**config.mk**
```make
export PLATFORM = sky130hd
export DESIGN_NAME = recip_scheduler
export DESIGN_NICKNAME = d
export VERILOG_FILES = /design/src/rtl/recip_pkg.sv /design/src/rtl/serial_div32.sv /design/src/rtl/recip_scheduler.sv
export SDC_FILE = /design/constraint.sdc
export NUM_CORES = 1
export LEC_CHECK = 0
export BUFFER_PORTS_ARGS = -buffer_cell sky130_fd_sc_hd__buf_4
export CAP_MARGIN = 20
export CELL_PAD_IN_SITES_DETAIL_PLACEMENT = 0
export CELL_PAD_IN_SITES_GLOBAL_PLACEMENT = 1
export CORE_UTILIZATION = 44
export CTS_CLUSTER_DIAMETER = 120
export CTS_CLUSTER_SIZE = 8
export DETAILED_ROUTE_END_ITERATION = 12
export GPL_TIMING_DRIVEN = 0
export PLACE_DENSITY = 0.75
export SYNTH_ARGS = -nofsm -noshare
export SYNTH_HDL_FRONTEND = slang
export SYNTH_SLANG_ARGS = --single-unit
```
**constraint.sdc**
```tcl
create_clock -name clk -period 12.8 [get_ports clk]
set_clock_uncertainty 0.1 [all_clocks]
set_input_delay 1.28 -clock clk [delete_from_list [all_inputs] [get_ports clk]]
set_output_delay 1.28 -clock clk [all_outputs]
set_load 0.01 [all_outputs]
```
**src/rtl/recip_pkg.sv**
```systemverilog
// Shared types and constants for the per-channel reciprocal scheduler.
package recip_pkg;

    localparam int          NUM_CH_DEF    = 4;
    localparam logic [31:0] NUMERATOR_DEF = 32'd32768;
    localparam int          DIV_CYCLES    = 32;
    localparam logic [31:0] DIV0_RESULT   = 32'hFFFF_FFFF;

    typedef enum logic [1:0] {
        IDLE,
        DIV,
        WRITE
    } state_t;

endpackage

```
**src/rtl/serial_div32.sv**
```systemverilog
// Serial restoring divider: one quotient bit per cycle, DIV_CYCLES cycles per operation.
module serial_div32
    import recip_pkg::*;
(
    input  logic        clk,
    input  logic        reset_n,
    input  logic        start,
    input  logic [31:0] dividend,
    input  logic [31:0] divisor,
    output logic [31:0] quotient,
    output logic        done
);

    logic [31:0] rem;
    logic [31:0] dsr;
    logic [5:0]  count;
    logic        running;

    logic [31:0] rem_in;
    logic [31:0] quo_in;
    logic [31:0] dsr_in;
    logic [32:0] shifted;
    logic [32:0] trial;
    logic [31:0] rem_nx;
    logic [31:0] quo_nx;

    // The start cycle already performs the first iteration on the fresh operands.
    always_comb begin
        rem_in  = start ? '0 : rem;
        quo_in  = start ? dividend : quotient;
        dsr_in  = start ? divisor : dsr;
        shifted = {rem_in, quo_in[31]};
        trial   = shifted - {1'b0, dsr_in};
        if (!trial[32]) begin
            rem_nx = trial[31:0];
            quo_nx = {quo_in[30:0], 1'b1};
        end else begin
            rem_nx = shifted[31:0];
            quo_nx = {quo_in[30:0], 1'b0};
        end
    end

    always_ff @(posedge clk or negedge reset_n) begin
        if (!reset_n) begin
            rem      <= '0;
            dsr      <= '0;
            quotient <= '0;
            count    <= '0;
            running  <= 1'b0;
            done     <= 1'b0;
        end else begin
            done <= 1'b0;
            if (start) begin
                rem      <= rem_nx;
                quotient <= quo_nx;
                dsr      <= divisor;
                count    <= 6'd1;
                running  <= 1'b1;
            end else if (running) begin
                rem      <= rem_nx;
                quotient <= quo_nx;
                count    <= count + 6'd1;
                if (count == 6'(DIV_CYCLES - 1)) begin
                    running <= 1'b0;
                    done    <= 1'b1;
                end
            end
        end
    end

endmodule

```
**src/rtl/recip_scheduler.sv**
```systemverilog
// Round-robin scheduler computing NUMERATOR/duration per channel on one shared serial divider.
module recip_scheduler
    import recip_pkg::*;
#(
    parameter int          NUM_CH    = NUM_CH_DEF,
    parameter logic [31:0] NUMERATOR = NUMERATOR_DEF
) (
    input  logic                  clk,
    input  logic                  reset_n,
    input  logic [NUM_CH-1:0]     ch_req,
    input  logic [NUM_CH*32-1:0]  ch_duration,
    output logic [NUM_CH*32-1:0]  reciprocal,
    output logic [NUM_CH-1:0]     recip_valid,
    output logic [NUM_CH-1:0]     div0_err,
    output logic                  busy
);

    localparam int CH_W = (NUM_CH > 1) ? $clog2(NUM_CH) : 1;

    state_t            state;
    logic [NUM_CH-1:0] pending;
    logic [NUM_CH-1:0] clear_mask;
    logic [31:0]       op [NUM_CH];
    logic [CH_W-1:0]   last_grant;
    logic [CH_W-1:0]   cur;
    logic [CH_W-1:0]   gnt;
    logic              found;
    logic              cur_zero;
    logic              div_start;
    logic              div_done;
    logic [31:0]       quotient;

    always_comb begin
        int unsigned idx;
        found = 1'b0;
        gnt   = last_grant;
        for (int unsigned k = 0; k < NUM_CH; k++) begin
            idx = 32'(last_grant) + 32'd1 + k;
            if (idx >= NUM_CH) begin
                idx = idx - NUM_CH;
            end
            if (!found && pending[CH_W'(idx)]) begin
                found = 1'b1;
                gnt   = CH_W'(idx);
            end
        end
    end

    // A request landing on the grant edge re-sets the bit, so it wins over the clear.
    always_comb begin
        clear_mask = '0;
        div_start  = 1'b0;
        if (state == IDLE && found) begin
            clear_mask = NUM_CH'(1) << gnt;
            div_start  = (op[gnt] != '0);
        end
    end

    serial_div32 u_div (
        .clk      (clk),
        .reset_n  (reset_n),
        .start    (div_start),
        .dividend (NUMERATOR),
        .divisor  (op[gnt]),
        .quotient (quotient),
        .done     (div_done)
    );

    always_ff @(posedge clk or negedge reset_n) begin
        if (!reset_n) begin
            state       <= IDLE;
            pending     <= '0;
            for (int unsigned i = 0; i < NUM_CH; i++) begin
                op[i] <= '0;
            end
            reciprocal  <= '0;
            recip_valid <= '0;
            div0_err    <= '0;
            busy        <= 1'b0;
            last_grant  <= CH_W'(NUM_CH - 1);
            cur         <= '0;
            cur_zero    <= 1'b0;
        end else begin
            recip_valid <= '0;
            div0_err    <= '0;
            pending     <= (pending & ~clear_mask) | ch_req;
            for (int unsigned i = 0; i < NUM_CH; i++) begin
                if (ch_req[i]) begin
                    op[i] <= ch_duration[32*i +: 32];
                end
            end

            case (state)
                IDLE: begin
                    if (found) begin
                        cur        <= gnt;
                        last_grant <= gnt;
                        busy       <= 1'b1;
                        cur_zero   <= (op[gnt] == '0);
                        state      <= (op[gnt] == '0) ? WRITE : DIV;
                    end
                end
                DIV: begin
                    if (div_done) begin
                        state <= WRITE;
                    end
                end
                WRITE: begin
                    for (int unsigned i = 0; i < NUM_CH; i++) begin
                        if (CH_W'(i) == cur) begin
                            reciprocal[32*i +: 32] <= cur_zero ? DIV0_RESULT : quotient;
                            recip_valid[i]         <= 1'b1;
                            div0_err[i]            <= cur_zero;
                        end
                    end
                    busy  <= 1'b0;
                    state <= IDLE;
                end
                default: state <= IDLE;
            endcase
        end
    end

endmodule

```
Word-level counts from Yosys, hierarchy flattened
Index checks and enable logic that the tools add are counted.
- flip-flop bits (word level): 380
- bits of input ports: 134
- output and inout bits: 137
- logic and storage cells: 133
- add/sub/neg operators: 10
- magnitude comparators: 9
- equal/unequal tests: 8
- shift operators: 1
- multiplexer cells: 59
- bitwise operators: 4
- reduce and logical (&&, ||, !) cells: 20
- operator list (kind ; count):
    2-to-1 mux 32 bit ; 11
    binary-select mux 32 bit (select 2 bit) ; 1
    subtractor 33 x 32 -> 33 bit ; 1
    zero test 32 bit ; 1
    nonzero test 32 bit ; 1
    2-to-1 mux 1 bit ; 25
    2-to-1 mux 2 bit ; 11
    AND reduction 2 bit ; 7
    greater-or-equal comparator 4 x 3 -> 1 bit, second input constant ; 3
    less-than comparator 2 x 3 -> 1 bit, second input constant ; 4
    2-to-1 mux 4 bit ; 3
    2-to-1 mux 6 bit ; 2
    adder 3 x 2 -> 4 bit, second input constant ; 2
    binary-select mux 1 bit (select 2 bit) ; 4
    subtractor 2 x 1 -> 2 bit, second input constant ; 4
    adder 6 x 1 -> 6 bit, second input constant ; 1
    equality test 6 x 5 -> 1 bit, second input constant ; 1
    greater-or-equal comparator 3 bit, second input constant ; 2
    adder 3 x 1 -> 4 bit, second input constant ; 1
    bitwise AND 4 bit ; 1
    equality test 2 bit, first input constant ; 2
    logical AND 1 bit ; 4
    zero test 2 bit ; 2
    NOT 4 bit ; 1
    13 further kinds ; 16

Logic depth before layout (Yosys ltp)
- word-level depth: 26
- mapped depth: 27
- gate-level depth less buffers: 20

Modules after synthesis
A second synthesis with hierarchy kept.
- cell total of the unflattened synthesis: 1709
- area total of the unflattened synthesis: 18004.8 sq um
- by module, submodules not included (module ; instances ; cells each ; area an instance (sq um) ; sequential area each (sq um)):
    recip_scheduler ; 1 ; 1006 ; 11399.7 ; 6909.1
    serial_div32 ; 1 ; 703 ; 6605.1 ; 2602.5

Worst setup path before layout
No wires, ideal clock.
- path kind: register -> register
- start: reg last_grant[1]
- end: reg u_div.rem[0]
- library setup time: 0.080 ns
- data arrival time: 5.308 ns
- setup slack: 7.312 ns
- stages on the path, launching flop included: 28
- buffers on the path: 7
- cells stage by stage: dfstp_2 -> buf_6 -> nand3b_1 -> a31oi_1 -> buf_2 -> buf_4 -> mux2i_1 -> mux2i_1 -> nor4_1 -> nand4_1 -> o21a_1 -> buf_6 -> buf_2 -> mux2_2 -> ha_1 -> fa_1 -> nor2b_1 -> o31ai_1 -> nand3b_1 -> a31oi_1 -> o211ai_1 -> o2111ai_1 -> and2_1 -> nor3_1 -> nor3_1 -> buf_4 -> buf_8 -> o22ai_2
- word-level cells in the longest chain between the ends: 26
- elaborated cells between the ends (all ways): 53
- those cells by class: add/sub: 9; order compare: 4; mux: 30; bitwise: 1; reduce/logical: 9
- ends and longest elaborated chain (what ; RTL line ; source):
    start, declared ; recip_scheduler.sv:24 ; logic [CH_W-1:0] last_grant;
    start signal, assigned ; recip_scheduler.sv:80 ; last_grant <= CH_W'(NUM_CH - 1);
    start signal, assigned ; recip_scheduler.sv:97 ; last_grant <= gnt;
    branches (longest 21 deep; another with adder 3 x 1 -> 4 bit) ; n/a ;
    2-to-1 mux 32 bit * ; serial_div32.sv:31 ; dsr_in = start ? divisor : dsr;
    via u_div.dsr_in[0] ; serial_div32.sv:21 ; logic [31:0] dsr_in;
    subtractor 33 x 32 -> 33 bit * ; serial_div32.sv:33 ; trial = shifted - {1'b0, dsr_in};
    2-to-1 mux 32 bit * ; serial_div32.sv:34 ; if (!trial[32]) begin
    2-to-1 mux 32 bit ; serial_div32.sv:59 ; end else if (running) begin
    2-to-1 mux 32 bit * ; serial_div32.sv:53 ; if (start) begin
    end signal, assigned ; serial_div32.sv:54 ; rem <= rem_nx;
    end signal, assigned ; serial_div32.sv:60 ; rem <= rem_nx;
    end, declared ; serial_div32.sv:14 ; logic [31:0] rem;
Mark *: on every way through the listed nets, which the timed path passes. The select of a mux whose other input is x is not followed.
A chain may end at the register's enable or synchronous reset.

Worst setup path in the final report
- start: reg last_grant[1]
- end: reg u_div.rem[29]
The elaborated chain is that of the path after synthesis.

==> run_summary.xml <==
<?xml version="1.0" encoding="UTF-8"?>
<metrics>
  <group name="clock_tree">
    <metric name="clock_slew_seen_by_the_registers_of_the_worst_setup_and_hold_paths" unit="ns">0.05</metric>
    <metric name="cts-buffers-inserted" unit="">53</metric>
    <metric name="cts_max_level" unit="">2</metric>
    <metric name="cts-root-buf" unit="">sky130_fd_sc_hd__clkbuf_16</metric>
    <metric name="clockBufferDepth" unit="">3</metric>
    <metric name="cts_tree" unit="">built</metric>
    <metric name="cts.hold.buffers_added" unit="">0</metric>
    <metric name="clk-insertion-delay-late" unit="ns">0.59</metric>
    <metric name="postCtsSetupRepairBufs" unit="">0</metric>
    <metric name="cts-resized-gates" unit="">0</metric>
    <metric name="clkSinkCount" unit="">380</metric>
  </group>
  <group name="detailed_routing">
    <metric name="detailedRoute.firstPassIterationCount" unit="">4</metric>
    <metric name="drt.antenna.violating_nets" unit="">0</metric>
    <metric name="detail_route.drc_violations" unit="">0</metric>
    <metric name="route.detailed.vias_per_inst" unit="">5.31</metric>
    <metric name="vias" unit="">12700</metric>
    <metric name="wl" unit="µm">46400</metric>
    <metric name="wl_per_cell" unit="µm">19.4</metric>
    <metric name="drt-initial-drc-count" unit="">536</metric>
  </group>
  <group name="global_route">
    <metric name="globalRouteMet1Util" unit="%">30.1</metric>
    <metric name="first_global_vias" unit="">13100</metric>
    <metric name="wire_length_of_the_first_global_routing_pass" unit="µm">72900</metric>
    <metric name="grt-ovfl-total" unit="">0</metric>
    <metric name="grt_busiest_layer" unit="">met2</metric>
    <metric name="grt_start_max_net_pins" unit="">126</metric>
    <metric name="global_route.usage.met2" unit="%">40.4</metric>
    <metric name="grt_util_met3" unit="%">5.16</metric>
    <metric name="grt_use_total" unit="%">23.8</metric>
    <metric name="antenna_found_initial" unit="">1</metric>
  </group>
  <group name="logic_synthesis">
    <metric name="synth-seq-cells" unit="">380</metric>
    <metric name="synth_ff_type" unit="">sky130_fd_sc_hd__dfrtp_1</metric>
    <metric name="number_of_synthesized_flops_with_an_enable_pin" unit="">0</metric>
    <metric name="yosysWarnings" unit="">0</metric>
    <metric name="synthCells" unit="">1520</metric>
    <metric name="async_flop_share" unit="%">100</metric>
    <metric name="synth_area" unit="mm²">0.0172</metric>
    <metric name="synth.lib_cells_used.distinct" unit="">56</metric>
    <metric name="syn-num-nets" unit="">1688</metric>
    <metric name="syn-mean-instance-area" unit="µm²">11.3</metric>
    <metric name="synth-seq-area-share" unit="%">55.2</metric>
  </group>
  <group name="power">
    <metric name="total_switching_power" unit="mW">2.11</metric>
    <metric name="power_density_over_cell_area" unit="mW/mm²">250</metric>
    <metric name="combPwrFrac" unit="%">46.5</metric>
    <metric name="clock_network_power_share" unit="%">24.1</metric>
    <metric name="proportion_of_power_drawn_by_flip_flops_and_latches" unit="%">29.4</metric>
    <metric name="power_report.internal_total" unit="mW">3.26</metric>
    <metric name="power.ir.vdd_worst" unit="mV">0.149</metric>
    <metric name="p_leak" unit="nW">10.5</metric>
    <metric name="totalPowerFinal" unit="mW">5.37</metric>
    <metric name="switch_share" unit="%">39.3</metric>
  </group>
  <group name="critical_path">
    <metric name="highest_fanout_seen_on_the_critical_path" unit="">10</metric>
    <metric name="setup.worst_path.start_class" unit="">flop</metric>
    <metric name="cp-end-kind" unit="">flop</metric>
    <metric name="cp.buffers_inverters" unit="">7</metric>
    <metric name="path_class" unit="">reg -&gt; reg</metric>
    <metric name="timing.critical_path.max_delay_family" unit="">compound AO/OA/AOI/OAI gates</metric>
    <metric name="critPathArrivalTime" unit="ns">7.74</metric>
    <metric name="cpMaxStageDelayCell" unit="">sky130_fd_sc_hd__dfstp_2</metric>
    <metric name="cpMostUsedCell" unit="">sky130_fd_sc_hd__buf_4</metric>
    <metric name="crit_path_max_incr_delay" unit="ns">0.52</metric>
    <metric name="critical_path_required" unit="ns">13.22</metric>
  </group>
  <group name="die">
    <metric name="io_pins" unit="">271</metric>
    <metric name="die_height" unit="µm">200</metric>
    <metric name="fp.coreArea" unit="mm²">0.0386</metric>
    <metric name="placement_rows" unit="">72</metric>
    <metric name="floorplan.die.width" unit="µm">200</metric>
    <metric name="design.die.area" unit="mm²">0.0400</metric>
    <metric name="effective_utilization_at_floorplan" unit="%">44.6</metric>
  </group>
  <group name="sta">
    <metric name="setup_total_negative_slack" unit="ns">0</metric>
    <metric name="clock.fmax" unit="GHz">0.137</metric>
    <metric name="setup_repair_after_global_routing_missed_its_margin" unit="">false</metric>
    <metric name="max_slew.worst_pin.slew" unit="ns">0.765</metric>
    <metric name="min_period" unit="ns">7.33</metric>
    <metric name="slew-limit-headroom" unit="%">49.0</metric>
    <metric name="slew_viol_final" unit="">0</metric>
    <metric name="finalSetupViolations" unit="">0</metric>
    <metric name="finalCritPeriodShare" unit="%">57.2</metric>
    <metric name="hold_violations" unit="">0</metric>
  </group>
  <group name="finish">
    <metric name="most-common-layout-cells" unit="">sky130_fd_sc_hd__dfrtp_1 (378), sky130_fd_sc_hd__buf_4 (271), sky130_fd_sc_hd__nor2_1 (191)</metric>
    <metric name="fin_nets" unit="">2012</metric>
    <metric name="fillerInstances" unit="">3413</metric>
    <metric name="final_common_cell" unit="">sky130_fd_sc_hd__dfrtp_1</metric>
    <metric name="finish.instance_area" unit="mm²">0.0215</metric>
    <metric name="drive_gt1_share" unit="%">26.5</metric>
    <metric name="area_delta_synth_final" unit="%">24.6</metric>
  </group>
  <group name="place">
    <metric name="post_detailed_placement_cell_area" unit="mm²">0.0200</metric>
    <metric name="globalplace.congestion" unit="">0.828</metric>
    <metric name="port-buffer-count" unit="">266</metric>
    <metric name="dp_hpwl" unit="µm">34100</metric>
  </group>
  <group name="outcome">
    <metric name="status" unit="">completed</metric>
  </group>
  <group name="worst_hold_path">
    <metric name="worst_hold_path_type" unit="">reg -&gt; reg</metric>
  </group>
  <group name="run">
    <metric name="cap_violations" unit="">0</metric>
  </group>
</metrics>
==> worst register-to-register path: stages, from the launching register on <==
cell and delay (ns):
sky130_fd_sc_hd__dfstp_2 0.52, sky130_fd_sc_hd__buf_6 0.12, sky130_fd_sc_hd__nand3b_1 0.08, sky130_fd_sc_hd__a31oi_1 0.32, sky130_fd_sc_hd__buf_2 0.42, sky130_fd_sc_hd__buf_4 0.33, sky130_fd_sc_hd__mux2i_1 0.25, sky130_fd_sc_hd__mux2i_1 0.21
sky130_fd_sc_hd__nor4_1 0.49, sky130_fd_sc_hd__nand4_1 0.21, sky130_fd_sc_hd__o21a_1 0.23, sky130_fd_sc_hd__buf_6 0.14, sky130_fd_sc_hd__buf_2 0.22, sky130_fd_sc_hd__mux2_2 0.27, sky130_fd_sc_hd__ha_1 0.20, sky130_fd_sc_hd__fa_1 0.23
sky130_fd_sc_hd__nor2b_1 0.08, sky130_fd_sc_hd__o31ai_1 0.37, sky130_fd_sc_hd__nand3b_1 0.24, sky130_fd_sc_hd__a31oi_1 0.31, sky130_fd_sc_hd__o211ai_1 0.23, sky130_fd_sc_hd__o2111ai_1 0.40, sky130_fd_sc_hd__nand3_1 0.19, sky130_fd_sc_hd__a211oi_1 0.44
sky130_fd_sc_hd__buf_4 0.26, sky130_fd_sc_hd__buf_4 0.21, sky130_fd_sc_hd__a22oi_1 0.10, sky130_fd_sc_hd__o21ai_2 0.08
==> metrics by stage <==
| stage | instances | hold slack, ns | setup WS (ns) | util, % |
|---|---|---|---|---|
| detailed placement | 2307 | 0.353 | 5.58 | 51.7 |
| floorplan | 1520 | 0.333 | 7.31 | - |
| CTS | 2387 | 0.362 | 5.54 | 55.6 |
| global route | 2388 | 0.399 | 4.83 | 55.6 |
| global placement | 2304 | 0.346 | 5.52 | 51.4 |
| finish | 2388 | 0.365 | 5.47 | 55.6 |
==> final cells by class <==
type | instances | area [µm²] | share of cell area (%)
inverters | 46 | 173 | 0.804
multi-input cells | 1006 | 7130 | 33.2
flip-flops and latches | 380 | 9510 | 44.3
clock inverters | 3 | 66.3 | 0.309
plain buffers | 88 | 424 | 1.98
clock buffers | 77 | 1440 | 6.69
diodes | 1 | 2.50 | 0.0117
repair buffers | 269 | 2090 | 9.72
well taps | 518 | 648 | 3.02
==> cells in the mapped netlist, types with 20 or more instances <==
cell type                  count  area (µm²)
sky130_fd_sc_hd__ha_1         33         413
sky130_fd_sc_hd__nor2_1      191         717
sky130_fd_sc_hd__a22oi_1      27         203
sky130_fd_sc_hd__inv_1        46         173
sky130_fd_sc_hd__a21o_1       20         150
sky130_fd_sc_hd__o21ai_0      71         355
sky130_fd_sc_hd__nand2_1      64         240
sky130_fd_sc_hd__clkbuf_1     53         199
sky130_fd_sc_hd__nor2b_1      35         219
sky130_fd_sc_hd__dfrtp_1     378        9460
sky130_fd_sc_hd__mux2i_1     160        1600
sky130_fd_sc_hd__mux2_2      129        1450
sky130_fd_sc_hd__a21oi_1     122         611
==> final timing paths <==
kind                                from              end  slack, ns  depth (start not counted)
setup / recovery           last_grant[1]    u_div.rem[29]       5.47                         27
hold / removal                u_div.done         state[0]       0.36                          1
setup reg to reg           last_grant[1]    u_div.rem[29]       5.47                         27
hold reg to reg               u_div.done         state[0]       0.36                          1
max in group asynchronous        reset_n  reciprocal[102]      10.62                          3
min in group asynchronous        reset_n   recip_valid[3]       0.56                          1
==> power groups by stage <==
stage | registers (mW) | logic [mW] | clock network, mW
CTS | 1.57 | 2.52 | 1.33
global placement | 1.58 | 2.47 | 0
finish | 1.58 | 2.50 | 1.29
global route | 1.60 | 2.76 | 1.37
floorplan | 1.56 | 1.85 | 0
detailed placement | 1.59 | 2.51 | 0
==> routing by layer <==
metal,up-vias,routed length (µm)
met5,-,0
met4,0,1350
met3,81,2690
met2,348,22500
met1,6275,19800
li1,5972,-
==> logic make-up (layout without fill, tap and decap cells) <==
family	Yosys count	after routing	share of synthesized area, %
flip-flops	380	380	55.2
AND/OR/NAND/NOR	355	355	9.24
AO/OA/AOI/OAI	295	295	10.2
multiplexers	289	289	17.7
buffers and inverters	134	483	3.46
adder cells (fa/ha/maj)	34	34	2.51
XOR/XNOR	33	33	1.68
other	0	1	0
==> flip-flops by register name, indices dropped and copies added, names as in the netlist, 4 cells and up <==
signal and flops:
div0_err 4, pending 4, u_div.rem 32, op 128, u_div.count 6, u_div.quotient 32
u_div.dsr 32, reciprocal 128, recip_valid 4
Note: power is estimated with default switching activity, not from simulation.
